File: config.mk
export PLATFORM = sky130hd
export DESIGN_NAME = ccx_ic_xbar_router
export DESIGN_NICKNAME = d
export VERILOG_FILES = /design/src/rtl/ccx_ic_xbar_router.sv
export SDC_FILE = /design/constraint.sdc
export NUM_CORES = 1
export LEC_CHECK = 0
export BUFFER_PORTS_ARGS = -buffer_cell sky130_fd_sc_hd__buf_2
export CAP_MARGIN = 10
export CORE_AREA = 4 4 193 195
export DETAILED_ROUTE_END_ITERATION = 12
export DIE_AREA = 0 0 197 199
export MAX_ROUTING_LAYER = met4
export SYNTH_ARGS = -nofsm -noshare
export SYNTH_HDL_FRONTEND = slang
export SYNTH_SLANG_ARGS = --single-unit
File: constraint.sdc
create_clock -name g_clk -period 8.4 [get_ports g_clk]
set_input_delay 0.84 -clock g_clk [delete_from_list [all_inputs] [get_ports g_clk]]
set_output_delay 0.84 -clock g_clk [all_outputs]
set_load 0.01 [all_outputs]
File: src/rtl/ccx_ic_xbar_router.sv
// Core-complex request router: one core port decoded onto NT memory targets with
// in-order response return, an internal error responder for unmapped addresses and stray-response detection.
module ccx_ic_xbar_router #(
    parameter int unsigned AW      = 39,
    parameter int unsigned DW      = 64,
    parameter int unsigned NT      = 3,
    parameter int unsigned MAX_OUT = 4,
    parameter logic [NT*AW-1:0] T_BASE = {39'h00_1000_0000, 39'h00_0001_0000, 39'h00_0000_0000},
    parameter logic [NT*AW-1:0] T_MASK = {39'h7F_F000_0000, 39'h7F_FFFF_0000, 39'h7F_FFFF_FC00}
) (
    input  logic             g_clk,
    input  logic             g_reset,
    input  logic             c_req,
    output logic             c_gnt,
    input  logic [AW-1:0]    c_addr,
    input  logic             c_wen,
    input  logic [DW/8-1:0]  c_strb,
    input  logic [DW-1:0]    c_wdata,
    output logic             c_rsp_valid,
    output logic [DW-1:0]    c_rdata,
    output logic             c_err,
    output logic [NT-1:0]    t_req,
    input  logic [NT-1:0]    t_gnt,
    output logic [AW-1:0]    t_addr,
    output logic             t_wen,
    output logic [DW/8-1:0]  t_strb,
    output logic [DW-1:0]    t_wdata,
    input  logic [NT-1:0]    t_rsp_valid,
    input  logic [NT*DW-1:0] t_rdata,
    input  logic [NT-1:0]    t_err,
    output logic             protocol_err
);

    localparam int unsigned SW = $clog2(NT + 1);
    localparam int unsigned CW = $clog2(MAX_OUT + 1);
    localparam logic [SW-1:0] NONE = SW'(NT);

    logic [CW-1:0] cnt;
    logic [SW-1:0] last;
    logic          err_pend;

    logic [SW-1:0] sel;
    logic          allow;
    logic          tgt_gnt;
    logic          tgt_rsp;
    logic [DW-1:0] tgt_rdata;
    logic          tgt_err;
    logic          stray;

    assign t_addr  = c_addr;
    assign t_wen   = c_wen;
    assign t_strb  = c_strb;
    assign t_wdata = c_wdata;

    // Address decode: lowest-indexed matching target wins.
    always_comb begin
        sel = NONE;
        for (int i = int'(NT) - 1; i >= 0; i--) begin
            if ((c_addr & T_MASK[i*AW +: AW]) == T_BASE[i*AW +: AW]) sel = SW'(i);
        end
    end

    // Per-target muxes for the request grant (by sel) and response (by last).
    always_comb begin
        tgt_gnt   = 1'b0;
        tgt_rsp   = 1'b0;
        tgt_rdata = '0;
        tgt_err   = 1'b0;
        stray     = 1'b0;
        for (int i = 0; i < int'(NT); i++) begin
            if (sel == SW'(i)) tgt_gnt = t_gnt[i];
            if (last == SW'(i)) begin
                tgt_rsp   = t_rsp_valid[i];
                tgt_rdata = t_rdata[i*DW +: DW];
                tgt_err   = t_err[i];
            end
            if (t_rsp_valid[i] && (cnt == '0 || last != SW'(i))) stray = 1'b1;
        end
    end

    // Only the target already in flight may take more requests, keeping responses ordered.
    assign allow = (cnt == '0) || ((sel == last) && (cnt < CW'(MAX_OUT)));

    always_comb begin
        t_req       = '0;
        c_gnt       = 1'b0;
        c_rsp_valid = 1'b0;
        c_rdata     = '0;
        c_err       = 1'b0;
        if (!g_reset) begin
            for (int i = 0; i < int'(NT); i++) begin
                t_req[i] = c_req && allow && (sel == SW'(i));
            end
            c_gnt       = c_req && allow && ((sel == NONE) ? 1'b1 : tgt_gnt);
            c_rsp_valid = (cnt != '0) && ((last == NONE) ? err_pend : tgt_rsp);
            if (c_rsp_valid) begin
                c_rdata = (last == NONE) ? '0 : tgt_rdata;
                c_err   = (last == NONE) ? 1'b1 : tgt_err;
            end
        end
    end

    // Outstanding-transaction bookkeeping.
    always_ff @(posedge g_clk) begin
        if (g_reset) begin
            cnt          <= '0;
            last         <= NONE;
            err_pend     <= 1'b0;
            protocol_err <= 1'b0;
        end else begin
            if (c_gnt && !c_rsp_valid) begin
                cnt <= cnt + CW'(1);
            end else if (!c_gnt && c_rsp_valid) begin
                cnt <= cnt - CW'(1);
            end
            if (c_gnt) last <= sel;
            err_pend <= c_gnt && (sel == NONE);
            if (stray) protocol_err <= 1'b1;
        end
    end

endmodule

# [After elaboration in Yosys (flattened, before gate mapping)]
# Index checks and enable logic that the tools add are counted.
[totals] reg_bits=7 elab_cells=75
[classes] add_sub_neg=2 magnitude_cmp=1 n_eq_ne=11 muxes=31 reduce_logical=26
[ops] cell="2-to-1 mux 64 bit" n=6
[ops] cell="zero test 39 bit" n=1
[ops] cell="equality test 23 x 1 -> 1 bit, second input constant" n=1
[ops] cell="2-to-1 mux 1 bit" n=20
[ops] cell="logical AND 1 bit" n=13
[ops] cell="equality test 11 x 1 -> 1 bit, second input constant" n=1
[ops] cell="2-to-1 mux 3 bit" n=3
[ops] cell="equality test 2 bit, second input constant" n=4
[ops] cell="equality test 2 x 1 -> 1 bit, second input constant" n=2
[ops] cell="zero test 2 bit" n=2
[ops] cell="logical OR 1 bit" n=4
[ops] cell="2-to-1 mux 2 bit" n=2
[ops] cell="nonzero test 2 bit" n=2
[ops] cell="adder 3 x 1 -> 3 bit, second input constant" n=1
[ops] cell="zero test 3 bit" n=1
[ops] cell="less-than comparator 3 bit, second input constant" n=1
[ops] cell="nonzero test 3 bit" n=1
[ops] cell="subtractor 3 x 1 -> 3 bit, second input constant" n=1
[ops] cell="equality test 2 bit" n=1
[ops] cell="zero test 1 bit" n=2
[ops] cell="inequality test 2 x 1 -> 1 bit, second input constant" n=1
[ops] cell="inequality test 2 bit, second input constant" n=1

# [Depth between registers and ports, before layout]
[logic_depth] ltp_word=15 mapped_depth=12 mapped_depth_nobuf=12

# [Worst setup path before layout]
# No wires, ideal clock.
[synth_path] path_type="in2reg" start="input port c_addr[11]" end="register cnt[2]" setup_ns=0.070 t_arrival_ns=3.478 t_required_ns=8.330 setup_slack_ns=4.852 path_stages=12 path_buffers=0 path_cell_list="nor4_1 -> nand3_1 -> o31ai_2 -> xnor2_1 -> a41oi_2 -> a211oi_2 -> ha_1 -> inv_1 -> fa_1 -> xor2_1 -> or3_1 -> a21oi_1"
[synth_between] elab_chain_len=12
[synth_rtl] element="start, declared" line="15" source="input logic [AW-1:0] c_addr,"
[synth_rtl] element="zero test 39 bit (*)" line="59" source="if ((c_addr & T_MASK[i*AW +: AW]) == T_BASE[i*AW +: AW]) sel = SW'(i);"
[synth_rtl] element="2-to-1 mux 2 bit (*)" line="59"
[synth_rtl] element="zero test 2 bit" line="71" source="if (sel == SW'(i)) tgt_gnt = t_gnt[i];"
[synth_rtl] element="2-to-1 mux 1 bit (3 in a row)" line="71"
[synth_rtl] element="2-to-1 mux 1 bit" line="94" source="c_gnt = c_req && allow && ((sel == NONE) ? 1'b1 : tgt_gnt);"
[synth_rtl] element="logical AND 1 bit (*)" line="94"
[synth_rtl] element="2-to-1 mux 1 bit (*)" line="90" source="if (!g_reset) begin"
[synth_rtl] element="named net c_gnt" line="14" source="output logic c_gnt,"
[synth_rtl] element="zero test 1 bit" line="113" source="end else if (!c_gnt && c_rsp_valid) begin"
[synth_rtl] element="logical AND 1 bit" line="113"
[synth_rtl] element="nonzero test 2 bit (no source line)"
[synth_rtl] element="end signal, assigned" line="112" source="cnt <= cnt + CW'(1);"
[synth_rtl] element="end signal, assigned" line="114" source="cnt <= cnt - CW'(1);"
[synth_rtl] element="end, declared" line="38" source="logic [CW-1:0] cnt;"
# The timed path passes the listed nets; every way through them passes the cells marked *.
# A chain may end at the register's enable or synchronous reset.

# [Worst setup path after layout]
[layout_path] start="register last[0]" end="output port c_rdata[26]"
[layout_between] elab_chain_len=8
[layout_rtl] element="start, declared" line="39" source="logic [SW-1:0] last;"
[layout_rtl] element="start signal, assigned" line="116" source="if (c_gnt) last <= sel;"
[layout_rtl] element="zero test 2 bit" line="72" source="if (last == SW'(i)) begin"
[layout_rtl] element="2-to-1 mux 1 bit (3 in a row)" line="72"
[layout_rtl] element="2-to-1 mux 1 bit" line="95" source="c_rsp_valid = (cnt != '0) && ((last == NONE) ? err_pend : tgt_rsp);"
[layout_rtl] element="logical AND 1 bit" line="95"
[layout_rtl] element="2-to-1 mux 64 bit (*)" line="96" source="if (c_rsp_valid) begin"
[layout_rtl] element="2-to-1 mux 64 bit (*)" line="90"
[layout_rtl] element="end, declared" line="20" source="output logic [DW-1:0] c_rdata,"
# Mark *: on every way between the ends. The rest lies on a longest branch, timed or not.

==> run metrics <==
H-Tree Depth 1; Compound-Gate Fraction of Synth Area 0.1492; Max transition margin 0.4019; top cell type's share of synthesized area 0.2740; Ports 499; minimum clock period after layout 3.983 ns; Final HPWL DP 12,290 um; final core utilization 0.1263; setup ws final 4.417 ns; Vias/cell 3.393; WP data required 7.56 ns; xor and xnor area share after synthesis 0.01141; syn avg cell area 6.434 um^2; CTS max path bufs 2; crit share post-route 0.4742; CP Class reg -> out; cts bufs inserted 3; CP Launch Type register; Routability Congestion 0.7595; setup bufs post-CTS 0; synth warn 0; CP Max Fanout 46; total power 290.2 uW; num rows 69; dominant cells by area after synthesis buf_4, mux2i_1, nor2_1, a21oi_1, dfxtp_1; Slew @ Worst Pin 0.8971 ns; CP Capture Type output pin; via count 3,861; Post-route DRC 0; Placed Cells 1,130; Clock transition at path regs 0.04 ns; hold slack 0.4657 ns; VDD IR-drop max 0.07744 mV; Crit path arrival time 3.14 ns; dpl cell area 4382 um^2; Die Wd 197 um; Starting Density 0.08671; Placeable Area 35,400 um^2; largest net degree at the start of global routing 73; Final Hold Violating Endpoints 0; TNS Setup 0 ns; Initial DRC Count 77; reg-to-reg startpoint last[0]; wire length of the first global-routing pass 19,770 um; syn nets 795; Setup Slack @ Placement 4.312 ns; vias in the first global route 3,616; final antenna-violating net count 0; source of the worst hold timing path protocol_err; Max Clock Skew 0.0008119 ns; CTS tree done; fmax 251.1 MHz; fraction of layout cells with a size suffix above 1 0.5245; Mapped Cells 477; cts repair resizes 0; CTS Sinks 7; initial antenna violation count 5; Setup-failing EPs final 0; commonest non-fill, non-tap cell in the layout buf_2; post-synthesis register bit count 7; register area share after synthesis 0.04566; HP Class reg -> reg; Total Routing Usage GR 0.06549; Area growth syn-to-layout 45.66%; Port-buffer cells 332; Die Y 199 um; clock root buffer clkbuf_16; main combinational cell family by area after synthesis buffers and inverters; Finished Cell Area 4471 um^2; pwr/cell area 64.92 nW/um^2; status finished clean; synth unique cells 39; Die Area 39,200 um^2; Slew Viols, Final 0; DR pass1 iterations 4; Final Non-Filler Cells 1,138; dominant cell type by area after synthesis buf_4; unrepaired setup endpoints after global routing no; wire per inst 12.78 um; multiplexer share of the synthesized area 0.2295; clk_lat worst skew 0.23 ns; post-synthesis cell area 3069 um^2; Post-Route WL 14,540 um; Synth Area in Adders 0.01060; max-cap violations 0; # hold bufs at CTS 0; filler cell count 4,128; layout net count 992; Post-Synth Simple-Gate Area 0.2275; grt ovf 0; origin of the worst setup path last[0]; leakage 2.535 nW; commonest non-fill, non-tap cells in the layout buf_2, nor2_1, a21oi_1, mux2i_1, inv_1
worst max-delay path, stage by stage, from the launching register on:
cell and delay (ns):
dfxtp_4 0.62, buf_4 0.71, a211oi_1 0.26, o21ai_4 0.37
buf_4 0.53, nor2_1 0.11, buf_2 0.16
sequential cells by signal, indices dropped and copies added (netlist names):
name	cells
cnt	3
last	2
err_pend	1
protocol_err	1
layout make-up:
type	instances	area [um^2]	area share
multi-input cells	320	1947	0.4355
repair buffers	335	1684	0.3767
well taps	461	576.8	0.1290
flip-flops and latches	7	147.6	0.03303
clock buffers	4	78.83	0.01763
inverters	7	26.28	0.005877
diodes	4	10.01	0.002239
synth_stat cells (all sizes together):
| cell type | number |
|---|---|
| a211oi | 2 |
| nand3 | 3 |
| inv | 7 |
| nor2b | 1 |
| mux2i | 67 |
| or2 | 1 |
| nand4 | 1 |
| o21bai | 2 |
| mux2 | 3 |
| dfxtp | 7 |
| nor3 | 3 |
| o22ai | 1 |
| or3 | 1 |
| a21oi | 67 |
| clkbuf | 15 |
| nand2 | 3 |
| a32oi | 1 |
| fa | 1 |
| buf | 128 |
| a31oi | 1 |
| xnor2 | 1 |
| nor2 | 141 |
| ha | 1 |
| o32ai | 1 |
| nor4 | 8 |
| o21ai | 4 |
| xor2 | 3 |
| o31ai | 1 |
| a41oi | 2 |
cells by family (layout without fill, tap and decap cells):
group / after synthesis / count (layout)
compound gates: 82 / 82
xor+xnor: 4 / 4
fa+ha+maj: 2 / 2
buf+inv: 150 / 346
flops: 7 / 7
mux: 70 / 70
other cells: 0 / 4
simple gates: 162 / 162
power breakdown:
group          total [mW]  internal (mW)  leakage, nW  switching [mW]
sequential         0.0464         0.0402       0.0576         0.00619
combinational       0.164         0.0772         2.44          0.0864
clock              0.0802         0.0631       0.0382          0.0172
worst paths after layout:
| kind | to | slack, ns | cells after the start |
|---|---|---|---|
| min | protocol_err | 0.47 | 2 |
| min reg2reg | protocol_err | 0.47 | 2 |
| max reg2reg | cnt[2] | 4.72 | 11 |
| max | c_rdata[26] | 4.42 | 6 |
metal layers:
| layer | vias up | wire length, um | global-route usage |
|---|---|---|---|
| met2 | 231 | 6762 | 0.1035 |
| met3 | 42 | 1795 | 0.02879 |
| met5 | - | 0 | - |
| li1 | 1884 | - | - |
| met4 | 0 | 456 | 0.01849 |
| met1 | 1704 | 5526 | 0.07577 |
No activity file was read; power rests on OpenSTA's default activity.
